--- config.mk ---
export PLATFORM = sky130hd
export DESIGN_NAME = updi_tx
export DESIGN_NICKNAME = d
export VERILOG_FILES = /design/src/rtl/updi_pkg.sv /design/src/rtl/updi_baud_gen.sv /design/src/rtl/updi_tx.sv
export SDC_FILE = /design/constraint.sdc
export NUM_CORES = 1
export LEC_CHECK = 0
export BUFFER_PORTS_ARGS = -buffer_cell sky130_fd_sc_hd__buf_2
export CORE_MARGIN = 3
export CORE_UTILIZATION = 50
export CTS_CLUSTER_SIZE = 30
export DETAILED_ROUTE_END_ITERATION = 8
export MAX_ROUTING_LAYER = met4
export PLACE_DENSITY = 0.76
export SKIP_LAST_GASP = 1
export SLEW_MARGIN = 10
export SYNTH_ARGS = -nofsm -noshare
export SYNTH_HDL_FRONTEND = slang
export SYNTH_SLANG_ARGS = --single-unit
export TNS_END_PERCENT = 1
--- constraint.sdc ---
create_clock -name clk -period 4.96 [get_ports clk]
set_input_delay 0.744 -clock clk [delete_from_list [all_inputs] [get_ports clk]]
set_output_delay 0.744 -clock clk [all_outputs]
set_load 0.005 [all_outputs]
--- src/rtl/updi_pkg.sv ---
// Shared UPDI definitions: transmitter state encoding and frame constants.
package updi_pkg;

    typedef enum logic [3:0] {
        IDLE,
        POP,
        LATCH,
        START,
        DATA,
        PARITY,
        STOP1,
        STOP2,
        BREAK,
        BRK_STOP
    } tx_state_e;

    localparam logic [7:0]  UPDI_SYNCH      = 8'h55;
    localparam int unsigned UPDI_DATA_BITS  = 8;
    localparam int unsigned UPDI_STOP_BITS  = 2;
    localparam int unsigned UPDI_FRAME_BITS = 12;

endpackage

--- src/rtl/updi_baud_gen.sv ---
// UPDI bit-period generator: down-counter that pulses bit_tick in the last cycle of each bit.
// A restart reloads the counter so the next bit begins in the following cycle.
module updi_baud_gen #(
    parameter int unsigned CLKS_PER_BIT = 16
) (
    input  logic clk,
    input  logic rst,
    input  logic restart,
    output logic bit_tick
);

    localparam int unsigned CW = (CLKS_PER_BIT > 1) ? $clog2(CLKS_PER_BIT) : 1;
    localparam logic [CW-1:0] RELOAD = CW'(CLKS_PER_BIT - 1);

    logic [CW-1:0] cnt_q, cnt_d;

    always_comb begin
        cnt_d = cnt_q;
        if (restart || (cnt_q == '0)) begin
            cnt_d = RELOAD;
        end else begin
            cnt_d = cnt_q - 1'b1;
        end
    end

    always_ff @(posedge clk) begin
        if (rst) begin
            cnt_q <= '0;
        end else begin
            cnt_q <= cnt_d;
        end
    end

    assign bit_tick = (cnt_q == '0);

endmodule

--- src/rtl/updi_tx.sv ---
// UPDI 8E2 transmitter: pops bytes from the TX FIFO and serialises them onto the single-wire line.
// Optional BREAK generation is built only when UPDI_TX_BREAK_EN is defined.
//
// state    | meaning
// IDLE     | line high, waiting for a byte (or a BREAK request)
// POP      | FIFO read strobe issued
// LATCH    | FIFO data captured into shifter, parity computed
// START    | start bit (low)
// DATA     | 8 data bits, LSB first
// PARITY   | even parity bit
// STOP1    | first stop bit (high)
// STOP2    | second stop bit (high), byte_sent in last cycle
// BREAK    | line held low for BREAK_BITS bit-times
// BRK_STOP | line driven high for 2 bit-times, break_done in last cycle
module updi_tx
    import updi_pkg::*;
#(
    parameter int unsigned CLKS_PER_BIT = 16,
    parameter int unsigned BREAK_BITS   = 12
) (
    input  logic       clk,
    input  logic       rst,
    input  logic [7:0] fifo_out,
    input  logic       fifo_empty,
    output logic       fifo_rd_en,
    input  logic       send_break,
    output logic       tx,
    output logic       tx_en,
    output logic       busy,
    output logic       byte_sent,
    output logic       break_done
);

    localparam logic [2:0] LAST_DATA = 3'(UPDI_DATA_BITS - 1);

    tx_state_e  state_q, state_d;
    logic [7:0] sh_q, sh_d;
    logic       par_q, par_d;
    logic [2:0] idx_q, idx_d;
    logic       restart;
    logic       bit_tick;

`ifdef UPDI_TX_BREAK_EN
    localparam int unsigned BW = (BREAK_BITS > 1) ? $clog2(BREAK_BITS) : 1;
    localparam logic [2:0] LAST_STOP = 3'(UPDI_STOP_BITS - 1);
    logic [BW-1:0] brk_q, brk_d;
`else
    localparam int unsigned brk_bits_unused = BREAK_BITS;
    logic send_break_unused;
    assign send_break_unused = send_break;
`endif

    updi_baud_gen #(
        .CLKS_PER_BIT(CLKS_PER_BIT)
    ) u_baud (
        .clk     (clk),
        .rst     (rst),
        .restart (restart),
        .bit_tick(bit_tick)
    );

    always_comb begin
        state_d    = state_q;
        sh_d       = sh_q;
        par_d      = par_q;
        idx_d      = idx_q;
        restart    = 1'b0;
        byte_sent  = 1'b0;
        break_done = 1'b0;
`ifdef UPDI_TX_BREAK_EN
        brk_d      = brk_q;
`endif
        case (state_q)
            IDLE: begin
`ifdef UPDI_TX_BREAK_EN
                if (send_break) begin
                    restart = 1'b1;
                    brk_d   = BW'(BREAK_BITS - 1);
                    state_d = BREAK;
                end else if (!fifo_empty) begin
                    state_d = POP;
                end
`else
                if (!fifo_empty) begin
                    state_d = POP;
                end
`endif
            end
            POP: state_d = LATCH;
            LATCH: begin
                // Restart aligns the first bit period with the first START cycle.
                sh_d    = fifo_out;
                par_d   = ^fifo_out;
                idx_d   = '0;
                restart = 1'b1;
                state_d = START;
            end
            START: if (bit_tick) state_d = DATA;
            DATA: begin
                if (bit_tick) begin
                    sh_d  = {1'b0, sh_q[7:1]};
                    idx_d = idx_q + 3'd1;
                    if (idx_q == LAST_DATA) state_d = PARITY;
                end
            end
            PARITY: if (bit_tick) state_d = STOP1;
            STOP1:  if (bit_tick) state_d = STOP2;
            STOP2: begin
                if (bit_tick) begin
                    byte_sent = 1'b1;
                    state_d   = IDLE;
                end
            end
`ifdef UPDI_TX_BREAK_EN
            BREAK: begin
                if (bit_tick) begin
                    if (brk_q == '0) begin
                        idx_d   = '0;
                        state_d = BRK_STOP;
                    end else begin
                        brk_d = brk_q - 1'b1;
                    end
                end
            end
            BRK_STOP: begin
                if (bit_tick) begin
                    if (idx_q == LAST_STOP) begin
                        break_done = 1'b1;
                        state_d    = IDLE;
                    end else begin
                        idx_d = idx_q + 3'd1;
                    end
                end
            end
`endif
            default: state_d = IDLE;
        endcase
    end

    always_comb begin
        tx    = 1'b1;
        tx_en = 1'b0;
        case (state_q)
            START:  begin tx = 1'b0;    tx_en = 1'b1; end
            DATA:   begin tx = sh_q[0]; tx_en = 1'b1; end
            PARITY: begin tx = par_q;   tx_en = 1'b1; end
            STOP1, STOP2: tx_en = 1'b1;
`ifdef UPDI_TX_BREAK_EN
            BREAK:  begin tx = 1'b0;    tx_en = 1'b1; end
            BRK_STOP: tx_en = 1'b1;
`endif
            default: ;
        endcase
    end

    assign fifo_rd_en = (state_q == POP);
    assign busy       = (state_q != IDLE);

    always_ff @(posedge clk) begin
        if (rst) begin
            state_q <= IDLE;
            sh_q    <= '0;
            par_q   <= 1'b0;
            idx_q   <= '0;
`ifdef UPDI_TX_BREAK_EN
            brk_q   <= '0;
`endif
        end else begin
            state_q <= state_d;
            sh_q    <= sh_d;
            par_q   <= par_d;
            idx_q   <= idx_d;
`ifdef UPDI_TX_BREAK_EN
            brk_q   <= brk_d;
`endif
        end
    end

endmodule

After elaboration in Yosys (flattened, before gate mapping)
Index checks and enable logic that the tools add are counted.
- bits in registers: 20
- latch bits: 0
- bits in writable memories: 0
- ROM bits: 0
- bits of input ports: 12
- output and inout port bits: 6
- word-level logic and storage cells: 49
- memories kept: 0
- add/sub/neg operators: 2
- multiply operators: 0
- div/mod/pow operators: 0
- $lt $le $gt $ge: 0
- equality and inequality tests: 15
- shift operators: 0
- mux-type cells: 18
- bitwise operators: 0
- reduce and logical (&&, ||, !) cells: 9
- operators by type and width (kind ; count):
    4-bit 2-to-1 mux ; 8
    4-bit one-hot mux with 8 select lines ; 1
    4-bit by 3-bit == test with 1-bit output (second input constant) ; 4
    8-bit one-hot mux with 2 select lines ; 1
    2-bit inequality test (second input constant) ; 7
    4-bit by 2-bit == test with 1-bit output (second input constant) ; 2
    4-bit logical NOT ; 2
    8-bit 2-to-1 mux ; 1
    8-bit XOR reduction ; 1
    7-bit AND reduction ; 1
    3-bit one-hot mux with 2 select lines ; 1
    5-bit OR reduction ; 1
    4-bit by 1-bit == test with 1-bit output (second input constant) ; 1
    1-bit 2-to-1 mux ; 4
    4-bit nonzero test ; 1
    4-bit by 1-bit subtractor with 4-bit output (second input constant) ; 1
    3-bit by 1-bit adder with 3-bit output (second input constant) ; 1
    3-bit == test (second input constant) ; 1
    3-bit 2-to-1 mux ; 1
    1-bit one-hot mux with 3 select lines ; 1
    2-bit AND reduction ; 1
    2-bit nonzero test ; 1
    1-bit logical OR ; 1

Longest topological paths before layout
Gate-level depths: netlist of the first run.
- word-level depth: 4
- mapped depth: 8
- depth with buffers taken out: 6

By module
From an unflattened synthesis of the first run, not the netlist that was laid out.
- cells, all modules: 123
- area total of the unflattened synthesis: 1061.0 um^2
- modules (own cells, without submodules) (module ; instances ; cells an instance ; area each (um^2) ; seq. area each (um^2)):
    updi_tx ; 1 ; 104 ; 878.3 ; 300.3
    updi_baud_gen ; 1 ; 19 ; 182.7 ; 80.1

Least setup slack after synthesis of the first run
Ideal clock, no wire load.
- path type: flip-flop to output port
- from: register u_baud.cnt_q[0]
- to: output port byte_sent
- arrival: 1.353 ns
- required time: 4.216 ns
- setup slack: 2.863 ns
- cell stages (with the launch flop): 7
- buffers on the path: 1
- cells stage by stage: dfxtp_1 > inv_1 > ha_1 > or3b_1 > buf_6 > nor2_1 > and2_1
- word-level cells in the longest chain between the ends: 3
- RTL lines (element ; line ; text):
    from (decl) ; updi_baud_gen.sv:15 ; logic [CW-1:0] cnt_q, cnt_d;
    from (signal assigned) ; updi_baud_gen.sv:30 ; cnt_q <= cnt_d;
    4-bit logical NOT ; updi_baud_gen.sv:34 ; assign bit_tick = (cnt_q == '0);
    1-bit 2-to-1 mux ; updi_tx.sv:109 ; if (bit_tick) begin
    1-bit 2-to-1 mux ; updi_tx.sv:73 ; case (state_q)
    to (decl) ; updi_tx.sv:30 ; output logic byte_sent,
No other way between the ends.

Worst setup path after layout of the first run
Same ends and word-level chain as after synthesis.

==> run summary, run 1 <==
result of the run: finished, final reports clean
largest net degree at the start of global routing: 20
Post-synth top flop: dfxtp_1
root buffer cell: clkbuf_4
Post-CTS Resized: 0
register share of total power: 51.5%
layout cells sized above 1: 22.5%
YS warnings: 0
Final setup viols: 0
Clk pwr share: 21.6%
Post-synth EDFFs: 0
RSZ-0062 raised after global routing: false
detailed-route DRC error count: 0
delay-heaviest family, CP: simple AND/OR/NAND/NOR gates
clock skew: 0.00402 ns
critical path type: flop to output pin
Vias: 782
Clk Latency, worst-skew pair: 0.30 ns
number of global-route vias before repair: 751
DRT iter0 DRCs: 8
post-synth top area share: 36.8%
P_leak: 0.471 nW
die height: 51.4 um
Switching Share: 31.8%
pwr dens: 334 nW/um2
commonest cells after routing, fill and taps aside: dfxtp_1 (19), buf_2 (15), nor2_1 (14), mux2i_1 (9), xnor2_1 (9)
Worst-Margin Slew: 0.651 ns
Tot Pwr: 366 uW
final WL: 1.73 mm
synthesis-to-layout area growth: 6.30%
reg2reg start: u_baud.cnt_q[0]
Rows: 15
Max-slew headroom: 56.6%
buffer and inverter count on the worst path: 2
synthesized area per cell: 9.30 um2
clk sinks: 19
worst hold slack: 0.483 ns
met2 GRT Util: 25.4%
Final Hold Viols: 0
fin util: 59.7%
hold endpoint: u_baud.cnt_q[0]
CP max FO: 10
register area: 380 um2
Hold Crit Class: flop to flop
commonest non-fill, non-tap cell in the layout: dfxtp_1
Crit. End Element: output pin
Worst Setup SP: u_baud.cnt_q[0]
min-delay src: u_baud.cnt_q[0]
fmax: 0.369 GHz
Reg2Reg Depth: 6
Die ar.: 2650 um2
P_int: 250 uW
drt pass-1 iters: 4
Setup crit start kind: flop
starting density of the core: 56.1%
number of buffers created by CTS: 3
Hold Path Stages: 1
Reg-to-Reg End: sh_q[4]
area occupied by multi-input gates: 572 um2
CTS H-tree depth: 1
Clock Path Buffers: 2
number of vias per cell: 5.39
final count of pins violating max slew: 0
maximum VDD drop: 0.000172 V
Fillers: 182
Seq/Total Area, Yosys: 36.8%
Synth Instances: 111
Clk pin slew, worst setup/hold paths: 0.11 ns
critical-path cell list: inv_1 -> ha_1 -> or3b_1 -> nor2_1 -> and2_1 -> buf_2
CP Data Arrival Time: 1.96 ns
placed wire-length estimate: 1.29 mm
Ports: 18
CTS tree: yes
core area: 1840 um2
met3 global-route usage: 2.62%
Die W: 51.4 um
Net Switching: 116 uW
CTS Hold Bufs: 0
post-CTS setup buffer count: 0
Routed Antenna Nets: 0
Nets: 136
initial antenna violation count: 0
grt peak-use layer: met2
DR WL/cell: 11.9 um
Synth cell types: 34
final weighted congestion in routability-driven placement: 0.753
flop2flop setup slack: 2.83 ns
Mapped Area: 1030 um2
final period utilization: 54.6%
# diodes: 0
setup TNS: 0 ns
Yosys reg bits: 19
Mapped Nets: 126
Slowest-stage cell, CP: or3b_1
M1 GR Usage: 19.6%
GR Overflow Total: 0
Max-Cap Viols: 0
Critical Path RT: 4.22 ns
first-pass GRT wire length: 3.14 mm
Worst path max stage delay: 0.54 ns
Tmin final: 2.71 ns
Gate power share: 26.9%
Port-buffer cells: 15
dominant cells by area after synthesis: dfxtp_1 (37%), mux2i_1 (8.7%), xnor2_1 (7.6%), nor2_1 (5.1%), a211oi_1 (3.6%)
Post-synth ARST share: 0%
Synth area leader: dfxtp_1
Tot GR Track Use: 15.6%
[power by group through the flow]
stage	logic, mW	registers [mW]	clock network [mW]
4_1_cts	0.0994	0.189	0.0811
6_report	0.0986	0.189	0.0790
3_3_place_gp	0.0942	0.191	0
3_5_place_dp	0.0991	0.192	0
5_1_grt	0.111	0.192	0.0865
2_1_floorplan	0.0940	0.185	0
[worst register-to-register path, cell delays in order, from the launching register on]
cell	delay [ns]
dfxtp_1	0.34
inv_1	0.07
ha_1	0.20
or3b_1	0.54
o31ai_4	0.57
nor2_1	0.13
a211oi_2	0.21
[per-stage QoR]
stage	std cells	setup WS, ns	area, um2
final	145	2.25	1100
after global routing	145	2.11	1100
after CTS	145	2.24	1100
after detailed placement	141	2.60	1070
after global placement	141	2.64	1070
after floorplan	111	2.86	1030
[logic make-up (layout without fill, tap and decap cells)]
group | count (synthesis) | count (layout) | synth area share (%)
AOI/OAI and AO/OA | 23 | 23 | 18.2
xor gates and xnor gates | 9 | 9 | 7.64
adders and majority gates | 3 | 3 | 3.64
buffers and inverters | 13 | 22 | 7.76
DFF | 19 | 19 | 36.8
muxes | 10 | 10 | 9.82
other | 1 | 1 | 0.363
and+or+nand+nor | 33 | 33 | 15.8
[cells in the mapped netlist (2+ instances only)]
| library cell | instances |
|---|---|
| nor3b_1 | 2 |
| nor2_1 | 14 |
| nor3_1 | 4 |
| xnor2_1 | 9 |
| mux2i_1 | 9 |
| buf_4 | 2 |
| clkbuf_1 | 3 |
| inv_1 | 3 |
| a211oi_2 | 3 |
| buf_6 | 3 |
| dfxtp_1 | 19 |
| nand3_1 | 2 |
| ha_1 | 3 |
| a21oi_1 | 6 |
| nand2b_1 | 2 |
| a211oi_1 | 5 |
| a31oi_1 | 2 |
| nand2_1 | 4 |
[cell type report]
| class | instances | share of cell area [%] |
|---|---|---|
| Clock inverter | 1 | 0.456 |
| Sequential cell | 19 | 34.7 |
| Multi-Input combinational cell | 79 | 52.1 |
| Inverter | 3 | 1.03 |
| Timing Repair Buffer | 15 | 6.84 |
| Clock buffer | 3 | 2.05 |
| Tap cell | 25 | 2.85 |
[routing by layer]
layer	vias up	routed length, um
met5	-	0
met4	0	38
met3	4	71
met2	18	802
met1	354	813
li1	406	-
[state kept, by name, indices dropped and copies added, names as in the netlist]
register and count:
par_q 1, idx_q 3, state_q 3, u_baud.cnt_q 4, sh_q 8
[worst max path at each step]
stage	end	slack (ns)	depth (start not counted)
after floorplan	byte_sent	2.86	6
after global placement	byte_sent	2.64	6
after global routing	byte_sent	2.11	6
after detailed placement	byte_sent	2.60	6
after CTS	byte_sent	2.24	6
final	byte_sent	2.25	6
Note: power is estimated with default switching activity, not from simulation.
==> run 2, diff against run 1 <==
Settings changed: CORE_UTILIZATION 50 to 48, PLACE_DENSITY 0.76 to 0.77.
Clock period 4.96 ns to 2.2 ns, I/O delays scaled along.
==> run 2 against run 1 <==
Compared with the run above: power rose by 130%; core utilization fell by 3.5 points; global-route usage rose by 0.52 points; flip-flop and latch count did not move; register-to-register slack got worse by 2.5 ns; non-clock buffer count rose by 2; clock-buffer cell count did not move; critical endpoint unchanged; largest cell class unchanged.
==> run summary, run 2 (synthesis results as in run 1) <==
result of the run: finished, final reports clean (unchanged)
Final Hold Viols: 0 (unchanged)
Setup crit start kind: flop (unchanged)
Clock Path Buffers: 2 (unchanged)
Switching Share: 33.1% (was 31.8%)
placed wire-length estimate: 1.36 mm (was 1.29 mm)
final WL: 1.94 mm (was 1.73 mm)
core area: 2000 um2 (was 1840 um2)
delay-heaviest family, CP: simple AND/OR/NAND/NOR gates (unchanged)
# diodes: 0 (unchanged)
Gate power share: 27.9% (was 26.9%)
CTS H-tree depth: 1 (unchanged)
number of global-route vias before repair: 820 (was 751)
P_leak: 0.481 nW (was 0.471 nW)
RSZ-0062 raised after global routing: false (unchanged)
starting density of the core: 51.6% (was 56.1%)
pwr dens: 760 nW/um2 (was 334 nW/um2)
final weighted congestion in routability-driven placement: 0.713 (was 0.753)
Crit. End Element: output pin (unchanged)
CP max FO: 10 (unchanged)
Nets: 138 (was 136)
fin util: 56.2% (was 59.7%)
layout cells sized above 1: 25.4% (was 22.5%)
setup TNS: 0 ns (unchanged)
clk sinks: 19 (unchanged)
GR Overflow Total: 0 (unchanged)
CTS tree: yes (unchanged)
max reg flops: 8 (unchanged)
first-pass GRT wire length: 3.27 mm (was 3.14 mm)
Clk pin slew, worst setup/hold paths: 0.11 ns (about the same)
Ports: 18 (unchanged)
Hold Crit Class: primary input to flop (was flop to flop)
Clk pwr share: 21.8% (was 21.6%)
critical path type: flop to output pin (unchanged)
clock skew: 0.00138 ns (was 0.00402 ns)
final period utilization: 95.9%
CP Data Arrival Time: 1.78 ns (was 1.96 ns)
Routed Antenna Nets: 0 (unchanged)
root buffer cell: clkbuf_4 (unchanged)
CTS Hold Bufs: 0 (unchanged)
drt pass-1 iters: 4 (unchanged)
Tot Pwr: 855 uW (was 366 uW)
commonest non-fill, non-tap cell in the layout: dfxtp_1 (unchanged)
Clk Latency, worst-skew pair: 0.31 ns (was 0.30 ns)
largest net degree at the start of global routing: 20 (unchanged)
DR WL/cell: 13.0 um (was 11.9 um)
Slowest-stage cell, CP: or3b_4 (was or3b_1)
P_int: 572 uW (was 250 uW)
detailed-route DRC error count: 0 (unchanged)
buffer and inverter count on the worst path: 2 (unchanged)
biggest regs: sh_q x8, u_baud.cnt_q x4 (unchanged)
synthesis-to-layout area growth: 8.97% (was 6.30%)
die height: 52.4 um (was 51.4 um)
Reg with most FFs: sh_q (unchanged)
Die W: 52.4 um (was 51.4 um)
Fillers: 196 (was 182)
maximum VDD drop: 0.000522 V (was 0.000172 V)
DRT iter0 DRCs: 6 (was 8)
Port-buffer cells: 15 (unchanged)
Tmin final: 2.11 ns
Critical Path RT: 1.87 ns (was 4.22 ns)
number of buffers created by CTS: 3 (unchanged)
number of vias per cell: 5.51 (was 5.39)
Max-Cap Viols: 0 (unchanged)
Die ar.: 2740 um2 (was 2650 um2)
fmax: 0.474 GHz
register share of total power: 50.3% (was 51.5%)
final count of pins violating max slew: 0 (unchanged)
Tot GR Track Use: 16.2% (was 15.6%)
Vias: 821 (was 782)
initial antenna violation count: 0 (unchanged)
Final setup viols: 0 (unchanged)
commonest cells after routing, fill and taps aside: dfxtp_1 (19), buf_2 (15), nor2_1 (13), mux2i_1 (9), xnor2_1 (9) (was dfxtp_1 (19), buf_2 (15), nor2_1 (14), mux2i_1 (9), xnor2_1 (9))
Worst path max stage delay: 0.48 ns (was 0.54 ns)
Rows: 16 (was 15)
Net Switching: 283 uW (was 116 uW)
critical-path cell list: inv_1 -> ha_1 -> or3b_4 -> nor2_4 -> and2_1 -> buf_2 (was inv_1 -> ha_1 -> or3b_1 -> nor2_1 -> and2_1 -> buf_2)
run 2: cell types whose count changed in the layout (fill, tap and decap cells not counted), sizes merged:
cell,before,now
buf,15,17
run 2: what timing repair did:
action	CTS	global route
gates resized for setup	1	2
setup endpoints to repair	1	1
buffers inserted	0	0
run 2: tightest hold or removal path, stage by stage:
cell     delay (ns)
buf_2          0.10
a22oi_1        0.08
nor2_1         0.09
run 2: final timing paths:
check	start	end	slack, ns	cells past startpoint
min reg2reg	idx_q[1]	idx_q[1]	0.48	2
max reg2reg	u_baud.cnt_q[0]	sh_q[6]	0.30	7
max	u_baud.cnt_q[0]	byte_sent	0.09	6
min	fifo_out[7]	sh_q[7]	0.32	3
run 2: power groups by stage:
stage	clock, mW	sequential (mW)	combinational [mW]
finish	0.186	0.430	0.239
global route	0.195	0.435	0.267
CTS	0.190	0.428	0.236
detailed placement	0	0.435	0.229
global placement	0	0.431	0.217
floorplan	0	0.416	0.212
run 2: metal layers:
metal	track usage, %	up-vias	share of wire (%)
met1	17.3	386	43
met5	-	-	0
met4	8.94	0	1.4
met2	28.7	21	52
met3	1.71	4	3.6
li1	-	410	-
run 2: per-stage QoR:
step | instance area [um2] | setup WS [ns] | std cells | hold slack, ns
2_1_floorplan | 1030 | 0.458 | 111 | 0.439
3_3_place_gp | 1090 | 0.307 | 145 | 0.450
3_5_place_dp | 1090 | 0.248 | 145 | 0.473
4_1_cts | 1120 | 0.00669 | 149 | 0.312
5_1_grt | 1120 | 0.0183 | 149 | 0.354
6_report | 1120 | 0.0906 | 149 | 0.323
run 2: area by class of cell:
type,instances,area [um2],area share (%)
clock buffers,3,22.5,2.00
repair buffers,17,90.1,8.01
flip-flops and latches,19,380,33.8
clock inverters,1,5.00,0.445
multi-input cells,79,582,51.7
well taps,27,33.8,3.00
inverters,3,11.3,1.00
==> run 3, diff against run 2 <==
Settings changed: GPL_TIMING_DRIVEN set to 0, RECOVER_POWER set to 50.
==> run 3 against run 2 <==
Compared with the run above: sequential share of layout area decreased by 1.3 points; largest cell class unchanged; wire length decreased by 6.7%; clock-buffer cell count increased by 1; final area increased by 4.1%; via count increased by 0.24%; combinational power increased by 12%; die area unchanged.
==> run summary, run 3 (synthesis results as in run 1) <==
setup TNS: 0 ns (unchanged)
clock skew: 0.00500 ns (was 0.00138 ns)
final non-filler cell total: 156 (was 149)
CTS tree: yes (unchanged)
Ports: 18 (unchanged)
Setup crit start kind: flop (unchanged)
Clk Latency, worst-skew pair: 0.29 ns (was 0.31 ns)
Final setup viols: 0 (unchanged)
largest net degree at the start of global routing: 11 (was 20)
Tmin final: 2.08 ns (was 2.11 ns)
number of buffers created by CTS: 3 (unchanged)
Crit. End Element: output pin (unchanged)
drt pass-1 iters: 4 (unchanged)
starting density of the core: 51.6% (unchanged)
Critical Path RT: 1.87 ns (about the same)
Routed Antenna Nets: 0 (unchanged)
Port-buffer cells: 14 (was 15)
result of the run: finished, final reports clean (unchanged)
final weighted congestion in routability-driven placement: 0.732 (was 0.713)
min setup slack post-route: 0.119 ns (was 0.0906 ns)
Tot GR Track Use: 15.6% (was 16.2%)
CP max FO: 10 (unchanged)
synthesis-to-layout area growth: 13.5% (was 8.97%)
Die ar.: 2740 um2 (unchanged)
Inst Count DP: 152 (was 145)
Tot Pwr: 855 uW (about the same)
Fillers: 179 (was 196)
Nets: 145 (was 138)
final period utilization: 94.6% (was 95.9%)
initial antenna violation count: 0 (unchanged)
fmax: 0.481 GHz (was 0.474 GHz)
final WL: 1.81 mm (was 1.94 mm)
clk sinks: 19 (unchanged)
placed wire-length estimate: 1.41 mm (was 1.36 mm)
biggest regs: sh_q x8, u_baud.cnt_q x4 (unchanged)
root buffer cell: clkbuf_4 (unchanged)
Rows: 16 (unchanged)
fin util: 58.5% (was 56.2%)
maximum VDD drop: 0.000518 V (was 0.000522 V)
Max-Cap Viols: 0 (unchanged)
Clk pin slew, worst setup/hold paths: 0.10 ns (was 0.11 ns)
DR WL/cell: 11.6 um (was 13.0 um)
final count of pins violating max slew: 0 (unchanged)
commonest cells after routing, fill and taps aside: dfxtp_1 (19), buf_2 (15), nor2_1 (13), mux2i_1 (9), xnor2_1 (9) (unchanged)
Reg with most FFs: sh_q (unchanged)
core area: 2000 um2 (unchanged)
number of global-route vias before repair: 773 (was 820)
register area: 380 um2 (unchanged)
number of vias per cell: 5.28 (was 5.51)
critical path type: flop to output pin (unchanged)
Final Hold Viols: 0 (unchanged)
layout cells sized above 1: 25.6% (was 25.4%)
RSZ-0062 raised after global routing: true (was false)
max reg flops: 8 (unchanged)
# diodes: 0 (unchanged)
pwr dens: 730 nW/um2 (was 760 nW/um2)
GR Overflow Total: 0 (unchanged)
final instance area: 1170 um2 (was 1120 um2)
CP Data Arrival Time: 1.75 ns (was 1.78 ns)
CTS H-tree depth: 1 (unchanged)
CTS Hold Bufs: 0 (unchanged)
Die W: 52.4 um (unchanged)
commonest non-fill, non-tap cell in the layout: dfxtp_1 (unchanged)
Vias: 823 (was 821)
Placement Setup Slack: 0.301 ns (was 0.248 ns)
worst hold slack: 0.342 ns (was 0.323 ns)
DP Area: 1140 um2 (was 1090 um2)
area occupied by multi-input gates: 579 um2 (was 582 um2)
detailed-route DRC error count: 0 (unchanged)
Clock Path Buffers: 2 (unchanged)
Hold Crit Class: primary input to flop (unchanged)
die height: 52.4 um (unchanged)
first-pass GRT wire length: 3.18 mm (was 3.27 mm)
P_leak: 0.503 nW (was 0.481 nW)
DRT iter0 DRCs: 5 (was 6)
## run 3: cell count changes in the layout (fill, tap and decap cells not counted), sizes merged
cell / before / now
clkinv: 1 / 0
clkbuf: 3 / 7
buf: 17 / 21
## run 3: per-layer routing
layer / GRT usage, % / up-vias / part of all wire [%]
met4: 6.38 / 0 / 1.6
met3: 1.71 / 4 / 2.5
met2: 26.7 / 14 / 52
met5: - / - / 0
met1: 18.6 / 383 / 43
li1: - / 422 / -
## run 3: final timing paths
path | depth (start not counted) | slack [ns] | to | start
min | 3 | 0.34 | sh_q[7] | fifo_out[7]
min reg2reg | 2 | 0.48 | idx_q[2] | idx_q[2]
max reg2reg | 8 | 0.27 | sh_q[2] | u_baud.cnt_q[0]
max | 7 | 0.12 | byte_sent | u_baud.cnt_q[0]
## run 3: critical path: stages, from the launching register on
cell and delay [ns]:
dfxtp_1 0.34, inv_1 0.07, ha_1 0.19, or3b_1 0.37, buf_6 0.16, nor2_4 0.10, and2_1 0.12, buf_2 0.10
## run 3: what timing repair did
| action | CTS | global route |
|---|---|---|
| gates resized for setup | 1 | 3 |
| endpoints found under the setup margin | 1 | 2 |
| endpoints found under the hold margin | 0 | 0 |
| setup buffers | 0 | 0 |
| gates cloned | 0 | 0 |
## run 3: report_power, final
group	switching [mW]	total [mW]	internal, mW
Combinational	0.136	0.268	0.132
Sequential	0.0267	0.415	0.388
Clock	0.101	0.171	0.0705
## run 3: layout make-up
type | instances | area share, %
sequential | 19 | 32.5
buffer | 10 | 5.98
tap | 27 | 2.88
inverter | 3 | 0.962
multi-input combinational | 79 | 49.5
clock buffer | 4 | 2.24
timing repair buffer | 14 | 5.98
